--- config.mk ---
export PLATFORM = sky130hd
export DESIGN_NAME = pipe_stage_chain
export DESIGN_NICKNAME = d
export VERILOG_FILES = /design/src/rtl/pipe_stage_chain.sv
export SDC_FILE = /design/constraint.sdc
export NUM_CORES = 1
export LEC_CHECK = 0
export CAP_MARGIN = 20
export CORE_UTILIZATION = 50
export CTS_CLUSTER_DIAMETER = 120
export CTS_CLUSTER_SIZE = 24
export DETAILED_ROUTE_END_ITERATION = 16
export GPL_ROUTABILITY_DRIVEN = 0
export PLACE_DENSITY = 0.75
export SETUP_SLACK_MARGIN = 0.1
export SLEW_MARGIN = 30
export SYNTH_ARGS = -nofsm -noshare
export SYNTH_HDL_FRONTEND = slang
export SYNTH_SLANG_ARGS = --single-unit
--- constraint.sdc ---
create_clock -name clk -period 2.85 [get_ports clk]
set_clock_uncertainty 0.1 [all_clocks]
set_input_delay 0.57 -clock clk [delete_from_list [all_inputs] [get_ports clk]]
set_output_delay 0.57 -clock clk [all_outputs]
set_load 0.02 [all_outputs]
--- src/rtl/pipe_stage_chain.sv ---
// pipe_stage_chain: elastic DEPTH-stage register chain with bubble collapse, per-stage flush and NOP injection.
// Defining PIPE_PERF_CNT_EN builds the saturating output-stall counter behind stall_cnt.
module pipe_stage_chain #(
    parameter int               WIDTH    = 32,
    parameter int               DEPTH    = 4,
    parameter logic [WIDTH-1:0] NOP_WORD = '0
) (
    input  logic                       clk,
    input  logic                       reset,
    input  logic                       in_valid,
    input  logic [WIDTH-1:0]           in_data,
    output logic                       in_ready,
    input  logic                       nop_sel,
    input  logic [DEPTH-1:0]           flush,
    output logic                       out_valid,
    output logic [WIDTH-1:0]           out_data,
    input  logic                       out_ready,
    output logic [$clog2(DEPTH+1)-1:0] occupancy,
    output logic [15:0]                stall_cnt
);
    localparam int OCC_W = $clog2(DEPTH+1);

    logic [WIDTH-1:0] r_data     [DEPTH];
    logic [DEPTH-1:0] r_vld;
    logic [WIDTH-1:0] w_nxt_data [DEPTH];
    logic [DEPTH-1:0] w_nxt_vld;
    logic [DEPTH-1:0] w_ready;
    logic             w_hole;
    logic [OCC_W-1:0] w_occ;

    // A stage can advance when any stage at or below it is empty, or the sink takes the head word.
    always_comb begin
        w_ready = '0;
        w_hole  = out_ready;
        for (int i = DEPTH - 1; i >= 0; i--) begin
            w_hole     = w_hole | ~r_vld[i];
            w_ready[i] = w_hole;
        end
    end

    assign in_ready = w_ready[0] & ~nop_sel;

    always_comb begin
        w_nxt_data = r_data;
        w_nxt_vld  = r_vld;
        if (w_ready[0]) begin
            if (nop_sel) begin
                w_nxt_data[0] = NOP_WORD;
                w_nxt_vld[0]  = 1'b0;
            end else begin
                w_nxt_data[0] = in_data;
                w_nxt_vld[0]  = in_valid;
            end
        end
        for (int i = 1; i < DEPTH; i++) begin
            if (w_ready[i]) begin
                w_nxt_data[i] = r_data[i-1];
                w_nxt_vld[i]  = r_vld[i-1];
            end
        end
        // Flush overrides whatever would have loaded; it never feeds back into ready.
        for (int i = 0; i < DEPTH; i++) begin
            if (flush[i]) begin
                w_nxt_data[i] = NOP_WORD;
                w_nxt_vld[i]  = 1'b0;
            end
        end
    end

    always_ff @(posedge clk or negedge reset) begin
        if (!reset) begin
            r_vld <= '0;
            for (int i = 0; i < DEPTH; i++) begin
                r_data[i] <= NOP_WORD;
            end
        end else begin
            r_vld  <= w_nxt_vld;
            r_data <= w_nxt_data;
        end
    end

    always_comb begin
        w_occ = '0;
        for (int i = 0; i < DEPTH; i++) begin
            w_occ = w_occ + OCC_W'(r_vld[i]);
        end
    end

    assign occupancy = w_occ;
    assign out_valid = r_vld[DEPTH-1];
    assign out_data  = r_data[DEPTH-1];

`ifdef PIPE_PERF_CNT_EN
    function automatic logic [15:0] sat_inc16(input logic [15:0] v);
        return (v == 16'hFFFF) ? v : v + 16'd1;
    endfunction

    logic [15:0] r_stall_cnt;

    always_ff @(posedge clk or negedge reset) begin
        if (!reset) begin
            r_stall_cnt <= 16'h0000;
        end else if (out_valid && !out_ready) begin
            r_stall_cnt <= sat_inc16(r_stall_cnt);
        end
    end

    assign stall_cnt = r_stall_cnt;
`else
    assign stall_cnt = 16'h0000;
`endif

endmodule

==> parameters.txt, run 1 <==
Parameter                              Value

Power
  Power density cells ... 601.0 mW/mm^2
  Peak supply drop ... about 0.00024 V
  Post-layout total power ... around 4.2 mW
  Standby leakage power ... roughly 3.0 nW

Synth
  Synthesis warning total ... 0
  Distinct cell type count after synthesis ... 23
  Cell types occupying the most area after synthesis ... sky130_fd_sc_hd__dfrtp_1 (57%), sky130_fd_sc_hd__nand2_1 (14%), sky130_fd_sc_hd__a21oi_1 (8.5%)
  Dominant cell type by area after synthesis ... sky130_fd_sc_hd__dfrtp_1
  Synthesized cell area ... approximately 0.006 sq mm
  Part of the Yosys area used for sequential elements ... ~57%
  Count of mapped cells out of synthesis ... 638
  Area share of the largest cell type after synthesis ... roughly 57%
  Flops & latches, synth ... between 100 and 150
  Post-synthesis area per instance ... approximately 9.2 sq um

Run status
  Result of the run ... completed

Timing
  Post-route setup TNS ... 0 ns
  Tightest Pin Transition ... 0.5685 ns
  RSZ-0062 raised after global routing ... true
  Worst slew margin relative to its limit ... about 62%
  Time the final worst path needs with I/O delays and setup ... ~2.7 ns
  Final hold slack ... about 0.42 ns
  Setup-failing EPs final ... 0
  Hold Violations, Final ... 0
  Timing-limited maximum frequency ... about 370 MHz
  Number of slew-limit violations in the final report ... 0
  Period utilization ... between 90% and 100%

Drt
  Number of detailed-route iterations in the first pass ... 5
  Count of antenna-violating nets left after detailed routing ... 0
  Number of remaining DRC errors ... 0
  Routed wire length ... 11.77 mm
  Detail-routed via count per cell ... ~5.2
  Iteration-0 DRC Markers ... 310
  DR vias ... roughly 4.3k
  Average wire per standard cell ... roughly 14 um

Cells and area
  Total non-filler cell area in the finished layout ... 0.006958 sq mm
  Diodes inserted ... 0
  Final layout net count ... between 700 and 800
  Final Util ... approximately 61%
  Fill count ... slightly below 1k
  Synth-to-layout area growth ... 19.18%
  Fraction of final layout cells with drive strength greater than 1 ... between 7 and 8%

Floorplanning
  Standard cell core area ... 0.01142 sq mm
  Initial cell density of the core ... 51.13%
  I/O pin total ... 94
  Die Span Y ... 110.1 um
  Die span in x ... between 100 and 150 um
  Total Die Area ... about 0.012 sq mm
  Core Rows ... 39

Critical path
  Startpoint Class ... register
  Crit. End Element ... primary output
  Required time worst endpoint ... 2.18 ns
  Worst Path Max Fanout ... 3
  Critical path arrival ... slightly above 2 ns
  Crit path kind ... reg -> out
  Number of cells on the worst reg-to-reg path ... 6

CTS
  TritonCTS sink count ... ~130
  CTS tree ... built
  CTS max path bufs ... 2
  CTS root buf ... sky130_fd_sc_hd__clkbuf_16
  CTS clk-pin slew, worst paths ... ~0.050 ns
  Number of buffers inserted during clock tree synthesis ... 17
  H-tree depth ... 4
  Worst skew pair latency ... 0.41 ns

Global route
  Maximum number of pins on one net before global-route repair ... between 70 and 80
  Global-route wire length before repair ... ~20 mm
  Total Routing Usage GR ... around 22%
  Number of antenna violations at the first check in global routing ... 0
  Total global routing overflow ... 0
  Vias in the first global route ... 4124

Min path
  Worst hold path class ... reg -> reg
  Number of instances on the worst hold path ... 2

Place
  DP Area ... about 0.0064 sq mm
  Count of port buffers added during placement ... 77
  Detail Placement HPWL ... roughly 7.6 mm

Job
  Max-cap violation count ... 0
==> cell usage after synthesis <==
| cell type | number |
|---|---|
| sky130_fd_sc_hd__nand2b_1 | 2 |
| sky130_fd_sc_hd__clkbuf_1 | 24 |
| sky130_fd_sc_hd__buf_2 | 16 |
| sky130_fd_sc_hd__and4b_1 | 1 |
| sky130_fd_sc_hd__nand4b_2 | 1 |
| sky130_fd_sc_hd__ha_1 | 2 |
| sky130_fd_sc_hd__nand4b_1 | 32 |
| sky130_fd_sc_hd__inv_1 | 5 |
| sky130_fd_sc_hd__buf_1 | 3 |
| sky130_fd_sc_hd__nor2_2 | 1 |
| sky130_fd_sc_hd__nor2_1 | 4 |
| sky130_fd_sc_hd__a21oi_1 | 99 |
| sky130_fd_sc_hd__nor2b_1 | 1 |
| sky130_fd_sc_hd__and3b_1 | 1 |
| sky130_fd_sc_hd__conb_1 | 1 |
| sky130_fd_sc_hd__o21ai_0 | 30 |
| sky130_fd_sc_hd__nand3b_1 | 1 |
| sky130_fd_sc_hd__dfrtp_1 | 132 |
| sky130_fd_sc_hd__o21ai_1 | 2 |
| sky130_fd_sc_hd__buf_6 | 5 |
| sky130_fd_sc_hd__nand2_1 | 225 |
| sky130_fd_sc_hd__buf_4 | 49 |
| sky130_fd_sc_hd__fa_1 | 1 |
==> power by group <==
group          internal (mW)  switching [mW]  total [mW]
logic                  0.101           0.143       0.244
registers               1.92          0.0252        1.94
clock network           1.27           0.719        1.99
total                   3.29           0.887        4.18
==> final timing paths <==
| path | slack (ns) | startpoint | to |
|---|---|---|---|
| min in group asynchronous | 0.45 | reset | out_data[12]$_DFFE_PN0P_ |
| hold reg to reg | 0.42 | out_data[16]$_DFFE_PN0P_ | out_data[16]$_DFFE_PN0P_ |
| setup reg to reg | 1.25 | r_vld[3]$_DFFE_PN0P_ | r_data[118]$_DFFE_PN0P_ |
| max in group asynchronous | 1.38 | reset | r_data[118]$_DFFE_PN0P_ |
| setup / recovery | 0.14 | r_vld[0]$_DFFE_PN0P_ | occupancy[1] |
| hold / removal | 0.42 | out_data[16]$_DFFE_PN0P_ | out_data[16]$_DFFE_PN0P_ |
==> registers in the layout, summed over array words and instances (netlist names) <==
register  flops
out_data     32
r_data       96
r_vld         4
==> stage by stage <==
stage / worst slack [ns] / cells
final: 0.1390 / 826
after global routing: 0.08201 / 826
after CTS: 0.1251 / 824
after detailed placement: 0.1309 / 793
after global placement: 0.1736 / 793
after floorplan: 0.4588 / 653
==> cells in the final DEF, fill, tap and decap left out, drive strengths merged <==
cell type,count
buf,22
and3b,1
clkinv,4
clkdlybuf4s50,72
a21oi,99
inv,5
clkbuf,25
nor2b,1
ha,2
nand3b,1
fa,1
nand4b,33
bufinv,1
dlygate4sd3,1
nand2,225
conb,16
nand2b,2
dfrtp,132
o21ai,32
clkdlybuf4s15,1
dlymetal6s2s,1
nor2,5
and4b,1
==> critical path: stages, from the launching register on <==
cell and delay, ns:
sky130_fd_sc_hd__dfrtp_1 0.35, sky130_fd_sc_hd__inv_1 0.09, sky130_fd_sc_hd__fa_1 0.52, sky130_fd_sc_hd__inv_1 0.05, sky130_fd_sc_hd__ha_1 0.18, sky130_fd_sc_hd__ha_1 0.27, sky130_fd_sc_hd__buf_2 0.16
==> final cells by class <==
class | count | area (sq um) | area share [%]
inverter | 5 | 18.77 | 0.2697
clock buffer | 25 | 495.5 | 7.121
multi-input combinational | 419 | 1973 | 28.36
clock inverter | 5 | 50.05 | 0.7193
timing repair buffer | 97 | 938.4 | 13.49
tap | 143 | 178.9 | 2.571
sequential | 132 | 3303 | 47.47
==> layer usage <==
metal / share of wire, % / vias to the layer above / global-route usage (%)
met5: 0 / - / 0
met4: 1.7 / 0 / 8.476
met3: 5.2 / 17 / 4.468
met2: 47 / 128 / 31.03
met1: 46 / 2086 / 32.24
li1: - / 2094 / -
==> kinds of logic after synthesis <==
| family | share of synthesized area, % |
|---|---|
| and+or+nand+nor | 20.66 |
| DFF | 56.58 |
| other | 0.06423 |
| AOI/OAI and AO/OA | 11.23 |
| buffers and inverters | 10.69 |
| adders and majority gates | 0.7715 |
==> what timing repair did <==
item / CTS / global route
setup buffers: 0 / 2
setup endpoints to repair: 3 / 4
endpoints found under the hold margin: 12 / 0
hold buffers: 1 / 0
gates resized for setup: 8 / 3
Note: power is estimated with default switching activity, not from simulation.
==> inputs of run 2 (changes only) <==
SLEW_MARGIN = default   (was 30)
==> results of run 2 <==
Same layout as run 1: the final DEF is identical, and so are final timing and power.
==> inputs of run 3 (changes only) <==
CAP_MARGIN = default   (was 20)
==> results of run 3 <==
Same layout as run 1: the final DEF is identical, and so are final timing and power.
